==> src/rtl/cfa_window_assembler.sv <==
// CFA read-side window assembler: stages returned samples into filterSize-wide
// columns and presents filterSize x filterSize windows. Optional: CFA_ZERO_PAD_EN.
module cfa_window_assembler #(
    parameter int pixelBitWidth = 8,
    parameter int filterSize    = 5,
    parameter int rowBitWidth   = 11,
    parameter int colBitWidth   = 11
) (
    input  logic                                           clk,
    input  logic                                           rst,
    input  logic                                           start,
    input  logic [rowBitWidth-1:0]                         rowMax,
    input  logic [colBitWidth-1:0]                         colMax,
    input  logic [pixelBitWidth-1:0]                       pixIn,
    input  logic                                           pixValid,
    input  logic                                           pixInBounds,
    input  logic                                           windowReady,
    output logic [filterSize*filterSize*pixelBitWidth-1:0] window,
    output logic                                           windowValid,
    output logic [rowBitWidth-1:0]                         outRow,
    output logic [colBitWidth-1:0]                         outCol,
    output logic                                           en,
    output logic                                           frameDone,
    output logic                                           overflow
);
    localparam int CW  = filterSize * pixelBitWidth;
    localparam int WW  = filterSize * CW;
    localparam int SCW = $clog2(filterSize);
    localparam int FCW = $clog2(filterSize + 1);

    typedef enum logic [2:0] {IDLE, FILL, STREAM, HOLD, DONE} state_t;

    state_t                   state;
    logic [CW-1:0]            stage;
    logic [SCW-1:0]           stageCnt;
    logic [FCW-1:0]           fillCnt;
    logic                     colPending;
    logic [rowBitWidth-1:0]   rowLast;
    logic [colBitWidth-1:0]   colLast;
    logic [pixelBitWidth-1:0] sp;
    logic [CW-1:0]            colVec;
    logic [CW-1:0]            commitCol;
    logic                     active;
    logic                     accept;
    logic                     drop;
    logic                     colDone;
    logic                     atLastCol;
    logic                     atLastRow;

`ifdef CFA_ZERO_PAD_EN
    assign sp = pixInBounds ? pixIn : '0;
`else
    logic unusedInBounds;
    assign unusedInBounds = pixInBounds;
    assign sp = pixIn;
`endif

    function automatic logic [WW-1:0] shiftIn(
        input logic [WW-1:0] w,
        input logic [CW-1:0] c
    );
        return {c, w[WW-1:CW]};
    endfunction

    assign active  = (state == FILL) || (state == STREAM) || (state == HOLD);
    assign accept  = pixValid && active && !colPending;
    assign drop    = pixValid && active && colPending;
    assign colDone = accept && (stageCnt == SCW'(filterSize - 1));

    assign atLastCol = (outCol == colLast);
    assign atLastRow = (outRow == rowLast);

    // The completing sample is not yet in the staging register.
    always_comb begin
        colVec = stage;
        colVec[(filterSize-1)*pixelBitWidth +: pixelBitWidth] = sp;
    end

    assign commitCol = colPending ? stage : colVec;

    assign en = !((state == HOLD) && !windowReady) && !colPending;

    always_ff @(posedge clk or negedge rst) begin
        if (!rst) begin
            state       <= IDLE;
            stage       <= '0;
            stageCnt    <= '0;
            fillCnt     <= '0;
            colPending  <= 1'b0;
            rowLast     <= '0;
            colLast     <= '0;
            window      <= '0;
            windowValid <= 1'b0;
            outRow      <= '0;
            outCol      <= '0;
            frameDone   <= 1'b0;
            overflow    <= 1'b0;
        end else begin
            if (drop) overflow <= 1'b1;
            if (start) begin
                state       <= FILL;
                stage       <= '0;
                stageCnt    <= '0;
                fillCnt     <= '0;
                colPending  <= 1'b0;
                windowValid <= 1'b0;
                outRow      <= '0;
                outCol      <= '0;
                frameDone   <= 1'b0;
                rowLast     <= rowMax - rowBitWidth'(1);
                colLast     <= colMax - colBitWidth'(1);
            end else begin
                if (accept) begin
                    stage[stageCnt*pixelBitWidth +: pixelBitWidth] <= sp;
                    stageCnt <= colDone ? '0 : stageCnt + SCW'(1);
                end
                unique case (state)
                    FILL: begin
                        if (colDone) begin
                            window <= shiftIn(window, colVec);
                            if (fillCnt == FCW'(filterSize - 1)) begin
                                state       <= HOLD;
                                windowValid <= 1'b1;
                                fillCnt     <= '0;
                            end else begin
                                fillCnt <= fillCnt + FCW'(1);
                            end
                        end
                    end
                    STREAM: begin
                        if (colDone) begin
                            window      <= shiftIn(window, colVec);
                            state       <= HOLD;
                            windowValid <= 1'b1;
                        end
                    end
                    HOLD: begin
                        if (windowReady) begin
                            windowValid <= 1'b0;
                            colPending  <= 1'b0;
                            if (atLastRow && atLastCol) begin
                                state     <= DONE;
                                frameDone <= 1'b1;
                                stageCnt  <= '0;
                            end else if (atLastCol) begin
                                state  <= FILL;
                                outRow <= outRow + rowBitWidth'(1);
                                outCol <= '0;
                                if (colPending || colDone) begin
                                    window  <= shiftIn(window, commitCol);
                                    fillCnt <= FCW'(1);
                                end else begin
                                    fillCnt <= '0;
                                end
                            end else begin
                                outCol <= outCol + colBitWidth'(1);
                                // A ready column yields the next window at once.
                                if (colPending || colDone) begin
                                    window      <= shiftIn(window, commitCol);
                                    windowValid <= 1'b1;
                                end else begin
                                    state <= STREAM;
                                end
                            end
                        end else if (colDone) begin
                            colPending <= 1'b1;
                        end
                    end
                    default: ;
                endcase
            end
        end
    end
endmodule
==> config.mk <==
export PLATFORM = sky130hd
export DESIGN_NAME = cfa_window_assembler
export DESIGN_NICKNAME = d
export VERILOG_FILES = /design/src/rtl/cfa_window_assembler.sv
export SDC_FILE = /design/constraint.sdc
export NUM_CORES = 1
export LEC_CHECK = 0
export BUFFER_PORTS_ARGS = -buffer_cell sky130_fd_sc_hd__buf_2
export CORE_MARGIN = 8
export CORE_UTILIZATION = 55
export DETAILED_ROUTE_END_ITERATION = 6
export MAX_ROUTING_LAYER = met4
export PLACE_DENSITY_LB_ADDON = 0.3
export SLEW_MARGIN = 40
export SYNTH_ARGS = -nofsm -noshare
export SYNTH_HDL_FRONTEND = slang
export SYNTH_SLANG_ARGS = --single-unit
==> constraint.sdc <==
create_clock -name clk -period 3.5 [get_ports clk]
set_input_delay 0.175 -clock clk [delete_from_list [all_inputs] [get_ports clk]]
set_output_delay 0.175 -clock clk [all_outputs]
set_load 0.01 [all_outputs]
# Yosys cells after proc, flatten, opt, wreduce, memory -nomap -nowiden
# Index checks and enable logic that the tools add are counted.
dict set report word_totals {
  ff_bits 297
  output_inout_bits 226
  word_cells 131
}
dict set report classes {
  addsub 7
  eq_ne 19
  shifts 2
  muxes 58
  n_bitwise 1
  reduce_logical 31
}
# operator count
set ops {}
lappend ops {{$mux W200} 4}
lappend ops {{$pmux W200 S2} 1}
lappend ops {{$mux W40} 3}
lappend ops {{$mux W11} 10}
lappend ops {{$mux W3} 20}
lappend ops {{$bwmux W40} 1}
lappend ops {{$shift A8 B34 Y40 const A} 1}
lappend ops {{$shiftx A8 B34 Y40} 1}
lappend ops {{$neg A6 Y34} 1}
lappend ops {{$add A11 B1 Y11 const B} 2}
lappend ops {{$eq A11 B11 Y1} 2}
lappend ops {{$sub A11 B1 Y11 const B} 2}
lappend ops {{$mux W1} 16}
lappend ops {{$ne A3 B3 Y1 const B} 5}
lappend ops {{$reduce_and A6 Y1} 2}
lappend ops {{$reduce_bool A2 Y1} 6}
lappend ops {{$reduce_and A5 Y1} 2}
lappend ops {{$pmux W3 S3} 1}
lappend ops {{$logic_and A1 B1 Y1} 7}
lappend ops {{$add A3 B1 Y3 const B} 2}
lappend ops {{$eq A3 B2 Y1 const B} 2}
lappend ops {{$eq A3 B3 Y1 const B} 2}
lappend ops {{$ne A2 B2 Y1 const B} 3}
lappend ops {{$pmux W3 S2} 1}
lappend ops {{14 further kinds} 21}

# Depth between registers and ports, before layout
dict set report depth {
  depth_word 13
  ltp_mapped 13
}

# Worst setup path before layout
# No wires, ideal clock.
dict set report synth_timing {
  path_kind {reg2reg}
  from {register stageCnt[0]}
  to {register window[0]}
  setup_ns 0.125
  t_arrival_ns 2.392
  t_required_ns 3.375
  path_slack_ns 0.982
  stages_incl_launch_ff 13
  synth_period_minus_slack_ns 2.518
  path_cell_list {dfrtp_1 clkbuf_1 inv_1 ha_1 ha_1 nand3b_1 nor3_1 nor2_1 a221oi_2 buf_6 buf_6 buf_6 mux2_4}
}
dict set report synth_between {
  elab_chain_len 5
  word_cells_on_any_way 6
}
# element line
set synth_rtl {}
lappend synth_rtl {{start, declared} 35} ;# logic [SCW-1:0] stageCnt;
lappend synth_rtl {{start signal, assigned} 115} ;# stageCnt <= colDone ? '0 : stageCnt + SCW'(1);
lappend synth_rtl {{$eq A3 B3 Y1 *} 68} ;# assign colDone = accept && (stageCnt == SCW'(filterSize - 1));
lappend synth_rtl {{$logic_and A1 B1 Y1 *} 68}
lappend synth_rtl {{$logic_or A1 B1 Y1} {149, 158}}
lappend synth_rtl {{$ne A2 B1 Y1 (no source line)} -}
lappend synth_rtl {{$reduce_and A6 Y1 (no source line) *} -}
lappend synth_rtl {{end signal, assigned} 132} ;# window <= shiftIn(window, colVec);
lappend synth_rtl {{end signal, assigned} 150} ;# window <= shiftIn(window, commitCol);
lappend synth_rtl {{end signal, assigned} 159} ;# window <= shiftIn(window, commitCol);
lappend synth_rtl {{end, declared} 18} ;# output logic [filterSize*filterSize*pixelBitWidth-1:0] window,
# Mark *: on every way between the ends. The rest lies on a longest branch, timed or not.
# A chain may end at the register's enable or synchronous reset.

# Final worst setup path
dict set report layout_timing {
  from {register stageCnt[0]}
  to {register window[30]}
}
# Same word-level chain as after synthesis.

==> impl_metrics.json <==
{
  "track_usage": 0.215,
  "dp_hpwl_microns": 20700,
  "drv_cap": 0,
  "critPathCaptureType": "flop",
  "crit_type": "reg -> reg",
  "cts_resized": 0,
  "synth_adder_area_share": 0.00967,
  "start_util": 0.556,
  "drt_first_pass_iters": 4,
  "slew_headroom": 0.477,
  "wl_per_cell_microns": 18.7,
  "whs_ns": 0.0238,
  "nets": 1310,
  "dominantRegCellSynth": "dfrtp_1",
  "grt_setup_unrepaired": "false",
  "drt_iter0_drc": 504,
  "clk_path_buf_depth": 3,
  "synth_top_family_by_area": "multiplexers",
  "p_leak_nw": 8.10,
  "design_area_sq_um": 16000,
  "final-seq-area_sq_um": 7430,
  "antenna_left": 0,
  "fillers": 1722,
  "layout-drive-gt1-share": 0.418,
  "post_cts_buffers": 0,
  "cts_sinks": 297,
  "postCtsHoldBufs": 33,
  "fp.dieArea_sq_um": 28700,
  "slew_violations": 0,
  "setup-tns-final_ns": 0,
  "path_max_fanout": 56,
  "worst_setup_path_start_kind": "flop",
  "post_synth_and_or_nand_nor_area_fraction": 0.0823,
  "clock-root-buffer": "clkbuf_16",
  "post-route-util": 0.686,
  "setup_viol": 0,
  "grt_max_degree": 70,
  "synth_cell_types": 56,
  "insertion_delay_ns": 0.56,
  "hp-class": "in -> reg",
  "postLayoutSetupSlackWorst_ns": 0.354,
  "cts_max_level": 1,
  "period_share": 0.899,
  "syn_avg_cell_area_sq_um": 13.3,
  "netlist_area_sq_um": 12900,
  "synthXorXnorAreaFrac": 0.0332,
  "place_ws_ns": 0.386,
  "overflow": 0,
  "total_power_mw": 8.92,
  "final_cells": 1606,
  "clock.fmax_mhz": 318,
  "grt_pass1_vias": 8971,
  "syn_nets": 1016,
  "synth_seq_cells": 297,
  "antenna_found_initial": 0,
  "numCtsBuffers": 30,
  "hold_viol": 0,
  "finalClockSkew_ns": 0.0207,
  "yosysWarnings": 0,
  "grt_pass1_wl_microns": 48700,
  "synthTopCellsByArea": "dfrtp_1 (57%), mux2_4 (12%), mux2_2 (8.3%)",
  "cp_data_arrival_time_ns": 3.59,
  "routed_wl_microns": 30100,
  "synth_edf_count": 0,
  "synthMuxAreaShare": 0.217,
  "ys_seq_area_frac": 0.575,
  "post_dp_cell_area_sq_um": 14600,
  "tritoncts": "yes",
  "synth-compound-area-share": 0.0548,
  "synth_top_cell_area_share": 0.575,
  "path_clk_slew_ns": 0.06,
  "gp_congestion": 0.823,
  "p_per_area_nw_per_um2": 559,
  "syn_inst": 970,
  "status": "finished, final reports clean",
  "dp_cells": 1518,
  "vias": 8586,
  "core_region_area_sq_um": 23300,
  "cp.required_ns": 3.94,
  "route.detailed.drc": 0,
  "yosys.area.top_type": "dfrtp_1",
  "fp.dieH_microns": 169,
  "multi_input_area_sq_um": 5160,
  "syn_to_final_growth_pct": 23.4,
  "n_antenna_cell": 0,
  "io_buffers": 260,
  "worst_pin_slew_ns": 0.780,
  "finalCriticalPeriod_ns": 3.15,
  "io-pin-count": 262,
  "peakVddDrop_mv": 0.324,
  "die_width_microns": 169,
  "viasPerCell": 5.35,
  "ys_async_sr_fraction": 1.00,
  "rows": 56
}
worst max-delay path: stages, from the launching register on:
cell and delay, ns:
dfrtp_1 0.48, inv_1 0.12, ha_1 0.19, ha_1 0.24, nand3b_1 0.14, nor3_1 0.32
nor2_1 0.16, a221oi_4 0.57, buf_12 0.39, mux2_2 0.38
cell families (layout without fill, tap and decap cells):
kind of cell | Yosys count | after routing
mux | 218 | 218
compound gates | 114 | 114
xor+xnor | 49 | 49
fa+ha+maj | 10 | 10
flops | 297 | 297
simple gates | 220 | 220
buf+inv | 62 | 379
synth_stat cells, types with 2 or more instances:
cell	n
a211oi_1	2
a21oi_1	43
nor2_1	65
buf_6	15
xor2_1	18
a31o_2	2
and2_1	3
buf_2	14
a31oi_1	7
mux2i_1	19
and3_1	6
nor3_2	2
mux2_2	95
nand2b_1	4
o21ai_0	30
clkbuf_1	17
nor2b_1	5
or3_1	4
mux2_4	100
or4_1	2
nand2_1	57
nor4_1	11
a2111oi_0	3
mux2_1	4
o31ai_1	3
a311oi_1	3
nand4_1	11
buf_1	2
nor3_1	17
dfrtp_1	297
nand3_1	19
xnor2_1	31
a22o_1	13
inv_1	12
nand3b_1	2
or2_2	3
ha_1	10
metal layers:
layer,vias to the layer above,wire (microns),global-route usage
met5,-,0,-
met4,0,559,0.0516
met3,45,1610,0.0323
met2,231,15200,0.360
met1,4289,12700,0.272
li1,4021,-,-
final cells by class:
type,instances,area share
Clock buffer,41,0.0540
Clock inverter,14,0.0120
Inverter,13,0.00306
Multi-Input combinational cell,611,0.324
Sequential cell,297,0.466
Tap cell,319,0.0250
Timing Repair Buffer,311,0.117
worst paths after layout:
check	start	endpoint	cells after the start	slack [ns]
min in group asynchronous	rst	window[3]	2	0.13
max in group asynchronous	rst	stage[31]	4	2.32
setup reg to reg	stageCnt[0]	window[30]	9	0.35
hold / removal	colMax[1]	colLast[1]	4	0.02
hold reg to reg	overflow	overflow	1	0.48
setup / recovery	stageCnt[0]	window[30]	9	0.35
sequential cells by signal, indices dropped and copies added, names as in the netlist:
| name | cells |
|---|---|
| frameDone | 1 |
| outRow | 11 |
| overflow | 1 |
| colPending | 1 |
| stageCnt | 3 |
| stage | 40 |
| windowValid | 1 |
| window | 200 |
| colLast | 11 |
| state | 3 |
| rowLast | 11 |
| fillCnt | 3 |
| outCol | 11 |
report_power, final:
| group | leakage, nW | switching (mW) | total, mW | internal (mW) |
|---|---|---|---|---|
| clock network | 0.520 | 1.33 | 3.35 | 2.02 |
| logic | 3.57 | 0.723 | 1.46 | 0.735 |
| registers | 4.00 | 0.310 | 4.12 | 3.81 |
cell usage in the layout (no fill, tap or decap), types with 13 or more instances in the layout:
| master | count |
|---|---|
| o21ai_0 | 30 |
| nand2_1 | 57 |
| nor2_1 | 65 |
| xor2_1 | 18 |
| dlygate4sd3_1 | 33 |
| a22o_1 | 13 |
| nand3_1 | 19 |
| dfrtp_1 | 297 |
| mux2_2 | 95 |
| mux2_4 | 100 |
| nor3_1 | 16 |
| clkbuf_16 | 30 |
| mux2i_1 | 19 |
| buf_2 | 259 |
| xnor2_1 | 31 |
| a21oi_1 | 43 |
Note: power is estimated with default switching activity, not from simulation.
